**config.mk**
```make
export PLATFORM = sky130hd
export DESIGN_NAME = mem_access_unit_flat
export DESIGN_NICKNAME = d
export VERILOG_FILES = /design/src/rtl/mem_access_unit_if.sv /design/src/rtl/mem_access_unit.sv /design/src/flat_wrapper.sv
export SDC_FILE = /design/constraint.sdc
export NUM_CORES = 1
export LEC_CHECK = 0
export CORE_ASPECT_RATIO = 0.6
export CORE_UTILIZATION = 50
export CTS_CLUSTER_DIAMETER = 30
export CTS_CLUSTER_SIZE = 40
export DETAILED_ROUTE_END_ITERATION = 8
export DONT_BUFFER_PORTS = 1
export GPL_TIMING_DRIVEN = 0
export HOLD_SLACK_MARGIN = 0.02
export PLACE_DENSITY = 0.62
export REMOVE_ABC_BUFFERS = 1
export SKIP_CTS_REPAIR_TIMING = 1
export SLEW_MARGIN = 40
export SYNTH_ARGS = -nofsm -noshare
export SYNTH_HDL_FRONTEND = slang
export SYNTH_SLANG_ARGS = --single-unit
```
**constraint.sdc**
```tcl
create_clock -name clk -period 2.2 [get_ports clk]
set_input_delay 0.33 -clock clk [delete_from_list [all_inputs] [get_ports clk]]
set_output_delay 0.33 -clock clk [all_outputs]
set_load 0.01 [all_outputs]
```
**src/rtl/mem_access_unit_if.sv**
```systemverilog
// Data-memory bus between the load/store unit (master) and the memory (slave).
// Requests are held until a one-cycle mem_ready pulse completes them.
interface mem_access_unit_if;
    logic        mem_req;
    logic        mem_we;
    logic [29:0] mem_addr;
    logic [3:0]  mem_be;
    logic [31:0] mem_wdata;
    logic [31:0] mem_rdata;
    logic        mem_ready;

    modport master (
        output mem_req, mem_we, mem_addr, mem_be, mem_wdata,
        input  mem_rdata, mem_ready
    );

    modport slave (
        input  mem_req, mem_we, mem_addr, mem_be, mem_wdata,
        output mem_rdata, mem_ready
    );
endinterface

```
**src/rtl/mem_access_unit.sv**
```systemverilog
// Load/store stage: alignment check, byte enables, store-lane replication, load
// extraction/extension, and a request/wait/done FSM with a bus timeout.
module mem_access_unit #(
    parameter int TIMEOUT = 16,
    parameter int CNT_W   = 5
) (
    input  logic               clk,
    input  logic               reset,
    input  logic               en,
    input  logic               is_store,
    input  logic [2:0]         op,
    input  logic [31:0]        addr,
    input  logic [31:0]        store_data,
    output logic               stall,
    output logic [31:0]        load_data,
    output logic               load_valid,
    output logic               misaligned,
    output logic               bus_error,
    mem_access_unit_if.master  mem
);

    typedef enum logic [1:0] {S_IDLE, S_WAIT, S_DONE} state_t;

    state_t            r_state, w_state_next;
    logic [CNT_W-1:0]  r_cnt;
    logic              r_is_store;
    logic [2:0]        r_op;
    logic [1:0]        r_addr_lo;
    logic              r_req, r_we;
    logic [29:0]       r_addr;
    logic [3:0]        r_be;
    logic [31:0]       r_wdata;
    logic [31:0]       r_load_data;
    logic              r_load_valid, r_bus_error;

    logic [1:0]        w_size;
    logic              w_start, w_timeout;
    logic [3:0]        w_be;
    logic [31:0]       w_wdata;
    logic [7:0]        w_lane_byte;
    logic [15:0]       w_lane_half;
    logic [31:0]       w_load_ext;

    assign w_size     = op[1:0];
    assign misaligned = en & ((w_size == 2'b11) |
                              ((w_size == 2'b01) & addr[0]) |
                              ((w_size == 2'b10) & (addr[1:0] != 2'b00)));
    assign w_start    = (r_state == S_IDLE) & en & ~misaligned;
    assign w_timeout  = (r_cnt == CNT_W'(TIMEOUT - 1));

    // Per-lane enable and replicated write data; half-word lanes pick the low or high half.
    for (genvar gi = 0; gi < 4; gi++) begin : g_lane
        assign w_be[gi] = (w_size == 2'b00) ? (addr[1:0] == 2'(gi)) :
                          (w_size == 2'b01) ? (addr[1] == (gi >= 2)) : 1'b1;
        assign w_wdata[8*gi +: 8] = (w_size == 2'b00) ? store_data[7:0] :
                                    (w_size == 2'b01) ? store_data[8*(gi%2) +: 8] :
                                                        store_data[8*gi +: 8];
    end

    assign w_lane_byte = mem.mem_rdata[{r_addr_lo, 3'b000} +: 8];
    assign w_lane_half = r_addr_lo[1] ? mem.mem_rdata[31:16] : mem.mem_rdata[15:0];

    always_comb begin
        w_load_ext = mem.mem_rdata;
        case (r_op[1:0])
            2'b00:   w_load_ext = r_op[2] ? {24'h0, w_lane_byte}
                                          : {{24{w_lane_byte[7]}}, w_lane_byte};
            2'b01:   w_load_ext = r_op[2] ? {16'h0, w_lane_half}
                                          : {{16{w_lane_half[15]}}, w_lane_half};
            default: w_load_ext = mem.mem_rdata;
        endcase
    end

    always_ff @(posedge clk) begin
        if (reset) r_state <= S_IDLE;
        else       r_state <= w_state_next;
    end

    always_comb begin
        w_state_next = r_state;
        stall        = 1'b0;
        case (r_state)
            S_IDLE: begin
                if (w_start) begin
                    stall        = 1'b1;
                    w_state_next = S_WAIT;
                end
            end
            S_WAIT: begin
                stall = 1'b1;
                if (mem.mem_ready || w_timeout) w_state_next = S_DONE;
            end
            S_DONE:  w_state_next = S_IDLE;
            default: w_state_next = S_IDLE;
        endcase
    end

    always_ff @(posedge clk) begin
        if (reset) begin
            r_cnt        <= '0;
            r_is_store   <= 1'b0;
            r_op         <= '0;
            r_addr_lo    <= '0;
            r_req        <= 1'b0;
            r_we         <= 1'b0;
            r_addr       <= '0;
            r_be         <= '0;
            r_wdata      <= '0;
            r_load_data  <= '0;
            r_load_valid <= 1'b0;
            r_bus_error  <= 1'b0;
        end else begin
            r_load_valid <= 1'b0;
            r_bus_error  <= 1'b0;
            case (r_state)
                S_IDLE: begin
                    r_cnt <= '0;
                    if (w_start) begin
                        r_is_store <= is_store;
                        r_op       <= op;
                        r_addr_lo  <= addr[1:0];
                        r_req      <= 1'b1;
                        r_we       <= is_store;
                        r_addr     <= addr[31:2];
                        r_be       <= w_be;
                        r_wdata    <= w_wdata;
                    end
                end
                S_WAIT: begin
                    r_cnt <= r_cnt + 1'b1;
                    // A ready pulse on the timeout cycle still counts as a good completion.
                    if (mem.mem_ready) begin
                        r_req <= 1'b0;
                        r_we  <= 1'b0;
                        if (!r_is_store) begin
                            r_load_data  <= w_load_ext;
                            r_load_valid <= 1'b1;
                        end
                    end else if (w_timeout) begin
                        r_req        <= 1'b0;
                        r_we         <= 1'b0;
                        r_bus_error  <= 1'b1;
                        r_load_data  <= '0;
                        r_load_valid <= ~r_is_store;
                    end
                end
                default: r_cnt <= '0;
            endcase
        end
    end

    assign mem.mem_req   = r_req;
    assign mem.mem_we    = r_we;
    assign mem.mem_addr  = r_addr;
    assign mem.mem_be    = r_be;
    assign mem.mem_wdata = r_wdata;
    assign load_data     = r_load_data;
    assign load_valid    = r_load_valid;
    assign bus_error     = r_bus_error;

endmodule

```
**src/flat_wrapper.sv**
```systemverilog
// flat-port wrapper written by rule: the top's interface ports become plain ports
module mem_access_unit_flat 
#(
    parameter int TIMEOUT = 16,
    parameter int CNT_W   = 5
)
  (clk, reset, en, is_store, op, addr, store_data, stall, load_data, load_valid, misaligned, bus_error, mem_mem_req, mem_mem_we, mem_mem_addr, mem_mem_be, mem_mem_wdata, mem_mem_rdata, mem_mem_ready);
  mem_access_unit_if mem_i ();
  input  logic clk;
  input  logic reset;
  input  logic en;
  input  logic is_store;
  input  logic [2:0] op;
  input  logic [31:0] addr;
  input  logic [31:0] store_data;
  output logic stall;
  output logic [31:0] load_data;
  output logic load_valid;
  output logic misaligned;
  output logic bus_error;
  output wire logic [$bits(mem_i.mem_req)-1:0] mem_mem_req;
  output wire logic [$bits(mem_i.mem_we)-1:0] mem_mem_we;
  output wire logic [$bits(mem_i.mem_addr)-1:0] mem_mem_addr;
  output wire logic [$bits(mem_i.mem_be)-1:0] mem_mem_be;
  output wire logic [$bits(mem_i.mem_wdata)-1:0] mem_mem_wdata;
  input wire logic [$bits(mem_i.mem_rdata)-1:0] mem_mem_rdata;
  input wire logic [$bits(mem_i.mem_ready)-1:0] mem_mem_ready;
  assign mem_mem_req = mem_i.mem_req;
  assign mem_mem_we = mem_i.mem_we;
  assign mem_mem_addr = mem_i.mem_addr;
  assign mem_mem_be = mem_i.mem_be;
  assign mem_mem_wdata = mem_i.mem_wdata;
  assign mem_i.mem_rdata = mem_mem_rdata;
  assign mem_i.mem_ready = mem_mem_ready;
  mem_access_unit #(.TIMEOUT(TIMEOUT), .CNT_W(CNT_W)) u_core (.clk(clk), .reset(reset), .en(en), .is_store(is_store), .op(op), .addr(addr), .store_data(store_data), .stall(stall), .load_data(load_data), .load_valid(load_valid), .misaligned(misaligned), .bus_error(bus_error), .mem(mem_i));
endmodule
```
# After elaboration in Yosys (flattened, before gate mapping)
# Cells that the tools add are included.
[totals] input_bits=104 ff_bits=115 elab_cells=86 out_inout_bits=104
[op_classes] n_eq_ne=13 reduce_logical=14 n_mux=33 bitwise=11 n_addsub=1 shifts=1
[op_table] operator="32-bit two-way mux" n=5
[op_table] operator="32-bit case mux with 2 select lines" n=1
[op_table] operator="8-bit two-way mux" n=5
[op_table] operator="32-bit by 6-bit variable part select with 8-bit output" n=1
[op_table] operator="16-bit two-way mux" n=1
[op_table] operator="1-bit two-way mux" n=15
[op_table] operator="2-bit by 1-bit == test with 1-bit output (second input constant)" n=4
[op_table] operator="2-bit == test (second input constant)" n=4
[op_table] operator="2-bit logical NOT" n=4
[op_table] operator="1-bit case mux with 2 select lines" n=3
[op_table] operator="3-bit AND reduction" n=2
[op_table] operator="2-bit nonzero test" n=3
[op_table] operator="5-bit by 1-bit adder with 5-bit output (second input constant)" n=1
[op_table] operator="1-bit bitwise AND" n=5
[op_table] operator="5-bit by 4-bit == test with 1-bit output (second input constant)" n=1
[op_table] operator="2-bit two-way mux" n=2
[op_table] operator="2-bit by 1-bit inequality test with 1-bit output (second input constant)" n=2
[op_table] operator="1-bit NOT" n=4
[op_table] operator="2-bit case mux with 2 select lines" n=1
[op_table] operator="2-bit AND reduction" n=2
[op_table] operator="3-bit by 2-bit inequality test with 1-bit output (second input constant)" n=1
[op_table] operator="3-bit OR reduction" n=1
[op_table] operator="2-bit inequality test (second input constant)" n=1
[op_table] operator="1-bit bitwise OR" n=2
[op_table] operator="2 further kinds" n=2

# Longest topological paths before layout
[depth] word_depth=9 ltp_mapped=8 depth_no_buf=7

# Worst setup path after synthesis
# OpenSTA, ideal clock, no wires.
[synth_timing] kind="input to output" startpoint="in addr[0]" endpoint="out stall" setup_slack_ps=470 cell_stages=7 n_path_buf=3 t_required_ps=1870 arrival_time_ps=1400 path_cell_list="buf_2 -> o21a_1 -> o22ai_1 -> buf_2 -> buf_2 -> a21oi_1 -> nor2_1"
[synth_via] elab_chain_cells=8 elab_cells_between_ends=10 classes_between="2 x mux; 7 x bitwise; 1 x reduce/logical"
[synth_rtl] item="start: declaration" line_no="flat_wrapper.sv:14" rtl="input logic [31:0] addr;"
[synth_rtl] item="1-bit bitwise AND or 2-bit nonzero test (tied branches)" line_no="mem_access_unit.sv:46, mem_access_unit.sv:47"
[synth_rtl] item="1-bit bitwise OR or 1-bit bitwise AND (tied branches)" line_no="mem_access_unit.sv:45, mem_access_unit.sv:47"
[synth_rtl] item="1-bit bitwise OR *" line_no="mem_access_unit.sv:46" rtl="((w_size == 2'b01) & addr[0]) |"
[synth_rtl] item="1-bit bitwise AND *" line_no="mem_access_unit.sv:45" rtl="assign misaligned = en & ((w_size == 2'b11) |"
[synth_rtl] item="1-bit NOT *" line_no="mem_access_unit.sv:48" rtl="assign w_start = (r_state == S_IDLE) & en & ~misaligned;"
[synth_rtl] item="1-bit bitwise AND *" line_no="mem_access_unit.sv:48"
[synth_rtl] item="1-bit two-way mux *" line_no="mem_access_unit.sv:84" rtl="if (w_start) begin"
[synth_rtl] item="1-bit case mux with 2 select lines *" line_no="mem_access_unit.sv:82" rtl="case (r_state)"
[synth_rtl] item="end: declaration" line_no="flat_wrapper.sv:16" rtl="output logic stall;"
# Every way passes the cells marked *; elsewhere a longest branch is shown, timed or not.

# Final worst setup path
[layout_timing] startpoint="reg u_core.r_op[0]" endpoint="reg u_core.r_load_data[7] (netlist: u_core.load_data[7])"
[layout_via] elab_chain_cells=4 elab_cells_between_ends=5 classes_between="1 x eq/ne; 3 x mux; 1 x reduce/logical"
[layout_rtl] item="start: declaration" line_no="mem_access_unit.sv:27" rtl="logic [2:0] r_op;"
[layout_rtl] item="start signal: assignment" line_no="mem_access_unit.sv:120" rtl="r_op <= op;"
[layout_rtl] item="2-bit by 1-bit == test with 1-bit output or 2-bit logical NOT (tied branches)" line_no="mem_access_unit.sv:65" rtl="case (r_op[1:0])"
[layout_rtl] item="32-bit case mux with 2 select lines *" line_no="mem_access_unit.sv:65"
[layout_rtl] item="32-bit two-way mux *" line_no="mem_access_unit.sv:135" rtl="if (!r_is_store) begin"
[layout_rtl] item="32-bit two-way mux *" line_no="mem_access_unit.sv:132" rtl="if (mem.mem_ready) begin"
[layout_rtl] item="end signal: assignment" line_no="mem_access_unit.sv:136" rtl="r_load_data <= w_load_ext;"
[layout_rtl] item="end: declaration" line_no="mem_access_unit.sv:33" rtl="logic [31:0] r_load_data;"
# Every way passes the cells marked *; elsewhere a longest branch is shown, timed or not. The select of a mux whose other input is x is not followed.
# A chain may end at the register's enable or synchronous reset.

==> results.json <==
{
  "status": "finished clean",
  "cp_max_fo": 16,
  "yosys-mux-area-fraction_pct": 8.40,
  "grt_pass1_vias": 4208,
  "die_h_um": 80.6,
  "hold_depth": 1,
  "cellPowerDensity_nw_per_um2": 948,
  "rrSetupSlack_ns": 0.09,
  "worstSetupStartpoint": "u_core.r_op[0]$_SDFFE_PP0P_",
  "power_w": 0.00550,
  "critPathArrivalTime_ns": 2.45,
  "drive_gt1_share_pct": 11.0,
  "globalRouteOverflowTotal": 0,
  "clock_sink_count": 115,
  "final_cells": 689,
  "avgViaCountPerCell": 6.42,
  "h-tree-depth": 4,
  "yosysUniqueCellTypes": 50,
  "synth_xor_area_share_pct": 0.340,
  "synth_edf_count": 0,
  "antenna_found_initial": 0,
  "synth.avg_cell_area_um2": 8.96,
  "worst-slew-pin-transition_ns": 0.882,
  "synth_top_cells_by_area": "dfxtp_1, a21oi_1, mux2i_1",
  "timing.final.crit_share_pct": 95.7,
  "wire_per_inst_um": 21.1,
  "fin_skew_ns": 0.00535,
  "hold_class": "input port to flop",
  "pwr-share-comb_pct": 10.0,
  "synth_warnings": 0,
  "synth.top_cell.area_share_pct": 44.7,
  "wl_mm": 14.5,
  "r2r-start": "u_core.r_op[0]$_SDFFE_PP0P_",
  "synth-seq-cells": 115,
  "seqPwrFrac_pct": 42.5,
  "grt_max_degree": 83,
  "root_buffer": "clkbuf_16",
  "drt_iter0_markers": 260,
  "worstSetupStartpointType": "flop",
  "port_buffers": 0,
  "mostFrequentLayoutCell": "dfxtp_1",
  "hold_end": "u_core.load_data[22]$_SDFFE_PP0P_",
  "floorplan.initialDensity_pct": 51.8,
  "nNetsFinal": 648,
  "synth-simple-area-share_pct": 14.0,
  "setup_viol": 0,
  "via_count": 4425,
  "gp_congestion": 0.810,
  "area_delta_synth_final_pct": 12.7,
  "swShare_pct": 25.5,
  "period_needed_ns": 2.11,
  "grt_pass1_wl_mm": 22.0,
  "synth-compound-area-share_pct": 26.4,
  "clkTransAtPathRegs_ns": 0.05,
  "die-area_um2": 10700,
  "whs_ns": 0.0633,
  "io_pins": 208,
  "crit_path_end_kind": "flop",
  "syn-cell-area_um2": 5150,
  "relSlewSlack_pct": 41.2,
  "internal_power_w": 0.00410,
  "p_sw_w": 0.00140,
  "achievable-frequency_ghz": 0.475,
  "clockBufferDepth": 2,
  "dr.pass1.iters": 7,
  "drc": 0,
  "cts_tree": "built",
  "dominantRegCellSynth": "dfxtp_1",
  "rsz0062_at_grt": "no",
  "p_clk_share_pct": 47.4,
  "clock_latency_ns": 0.40,
  "die_width_um": 133,
  "r2r-end": "u_core.load_data[7]$_SDFFE_PP0P_",
  "postRouteAntennaNets": 0,
  "max_cap_viol_count": 0,
  "dp_cells": 656,
  "coreArea_um2": 9950,
  "final_cell_mix": "dfxtp_1, a21oi_1, o21ai_0",
  "cts_buffers": 17,
  "r2r_cells": 4,
  "place_hpwl_mm": 9.24,
  "hold_viol": 0,
  "synthCells": 575,
  "synthAdderAreaFrac_pct": 0.486,
  "synthArstFlopShare_pct": 0,
  "yosysSeqAreaShare_pct": 44.7,
  "ir_drop_mv": 0.692,
  "slew_violations": 0,
  "worstHoldStart": "mem_mem_rdata[22]",
  "diodes": 0,
  "crit_required_ns": 2.54,
  "std_cell_rows": 28,
  "post-place-ws_ns": -0.0401,
  "p_leak_nw": 2.08,
  "critical_path_class": "flop to flop",
  "synth_top_family_by_area": "compound AO/OA/AOI/OAI gates",
  "grtUsageTotal_pct": 26.5,
  "yosysTopAreaCell": "dfxtp_1",
  "setup_slack_ns": 0.0950
}
worst max-delay path: stages, from the launching register on:
cell and delay, ns:
dfxtp_1 0.66, nand2b_1 0.77, a32oi_1 0.21, o211ai_1 0.25, a22o_1 0.15
per-stage QoR:
step	utilization (%)	TNS [ns]	instance area, um^2
3_5_place_dp	52.3	-0.180	5210
4_1_cts	58.0	-0.0648	5770
2_1_floorplan	-	-110.98	4880
3_3_place_gp	50.7	-247.02	5040
6_report	58.4	0	5810
5_1_grt	58.4	0	5810
power groups by stage:
stage	sequential, W	clock (W)	combinational [W]
floorplan	0.00235	0	0.000376
global placement	0.00238	0	0.000465
detailed placement	0.00238	0	0.000521
CTS	0.00234	0.00264	0.000522
global route	0.00235	0.00276	0.000613
finish	0.00234	0.00261	0.000552
cells in the mapped netlist, types with 2 or more instances:
master,instances
nor2_1,15
buf_6,3
a32o_1,7
nor3_1,2
nand3_1,53
buf_4,2
nor2_2,2
clkbuf_1,37
nand4b_1,2
or2_2,2
inv_1,4
nor2b_1,9
a311oi_1,3
mux2_4,2
ha_1,2
a22oi_1,2
o21ai_1,10
nand3b_1,2
and3_1,2
mux2i_1,31
nand2_1,26
a222oi_1,7
nand2b_1,15
mux2_2,7
o21ai_0,60
and2_1,3
a211oi_1,16
dfxtp_1,115
buf_2,18
a22o_1,8
a21oi_1,74
a221o_1,16
per-layer routing:
| metal | global-route usage (%) | share of wire [%] | vias to the layer above |
|---|---|---|---|
| li1 | - | - | 2065 |
| met1 | 33.3 | 44 | 2121 |
| met2 | 40.1 | 44 | 222 |
| met3 | 11.4 | 11 | 17 |
| met4 | 10.1 | 1.2 | 0 |
| met5 | 0 | 0 | - |
registers in the layout, indices dropped and copies added (netlist names), 2 cells and up:
register and count:
u_core.load_data 32, u_core.mem.mem_addr 30, u_core.mem.mem_be 4, u_core.mem.mem_wdata 32, u_core.r_addr_lo 2, u_core.r_cnt 5, u_core.r_op 3, u_core.r_state 2
cell type report:
class | count | area (um^2)
clock buffer | 21 | 450
clock inverter | 10 | 110
fill | 873 | 4140
inverter | 4 | 15.0
multi-input combinational | 396 | 2610
sequential | 115 | 2300
tap | 135 | 169
timing repair buffer | 8 | 150
worst max path at each step:
stage / end / slack [ns] / cells after the start
3_3_place_gp: stall / -3.36 / 4
6_report: u_core.load_data[7]$_SDFFE_PP0P_ / 0.09 / 4
5_1_grt: u_core.load_data[7]$_SDFFE_PP0P_ / 0.03 / 4
2_1_floorplan: stall / -1.78 / 4
4_1_cts: u_core.load_data[8]$_SDFFE_PP0P_ / -0.03 / 4
3_5_place_dp: u_core.load_data[8]$_SDFFE_PP0P_ / -0.04 / 4
cells by family after synthesis:
group | Yosys count
compound gates | 214
simple gates | 137
flops | 115
buf+inv | 64
mux | 41
xor+xnor | 2
fa+ha+maj | 2
No activity file was read; power rests on OpenSTA's default activity.
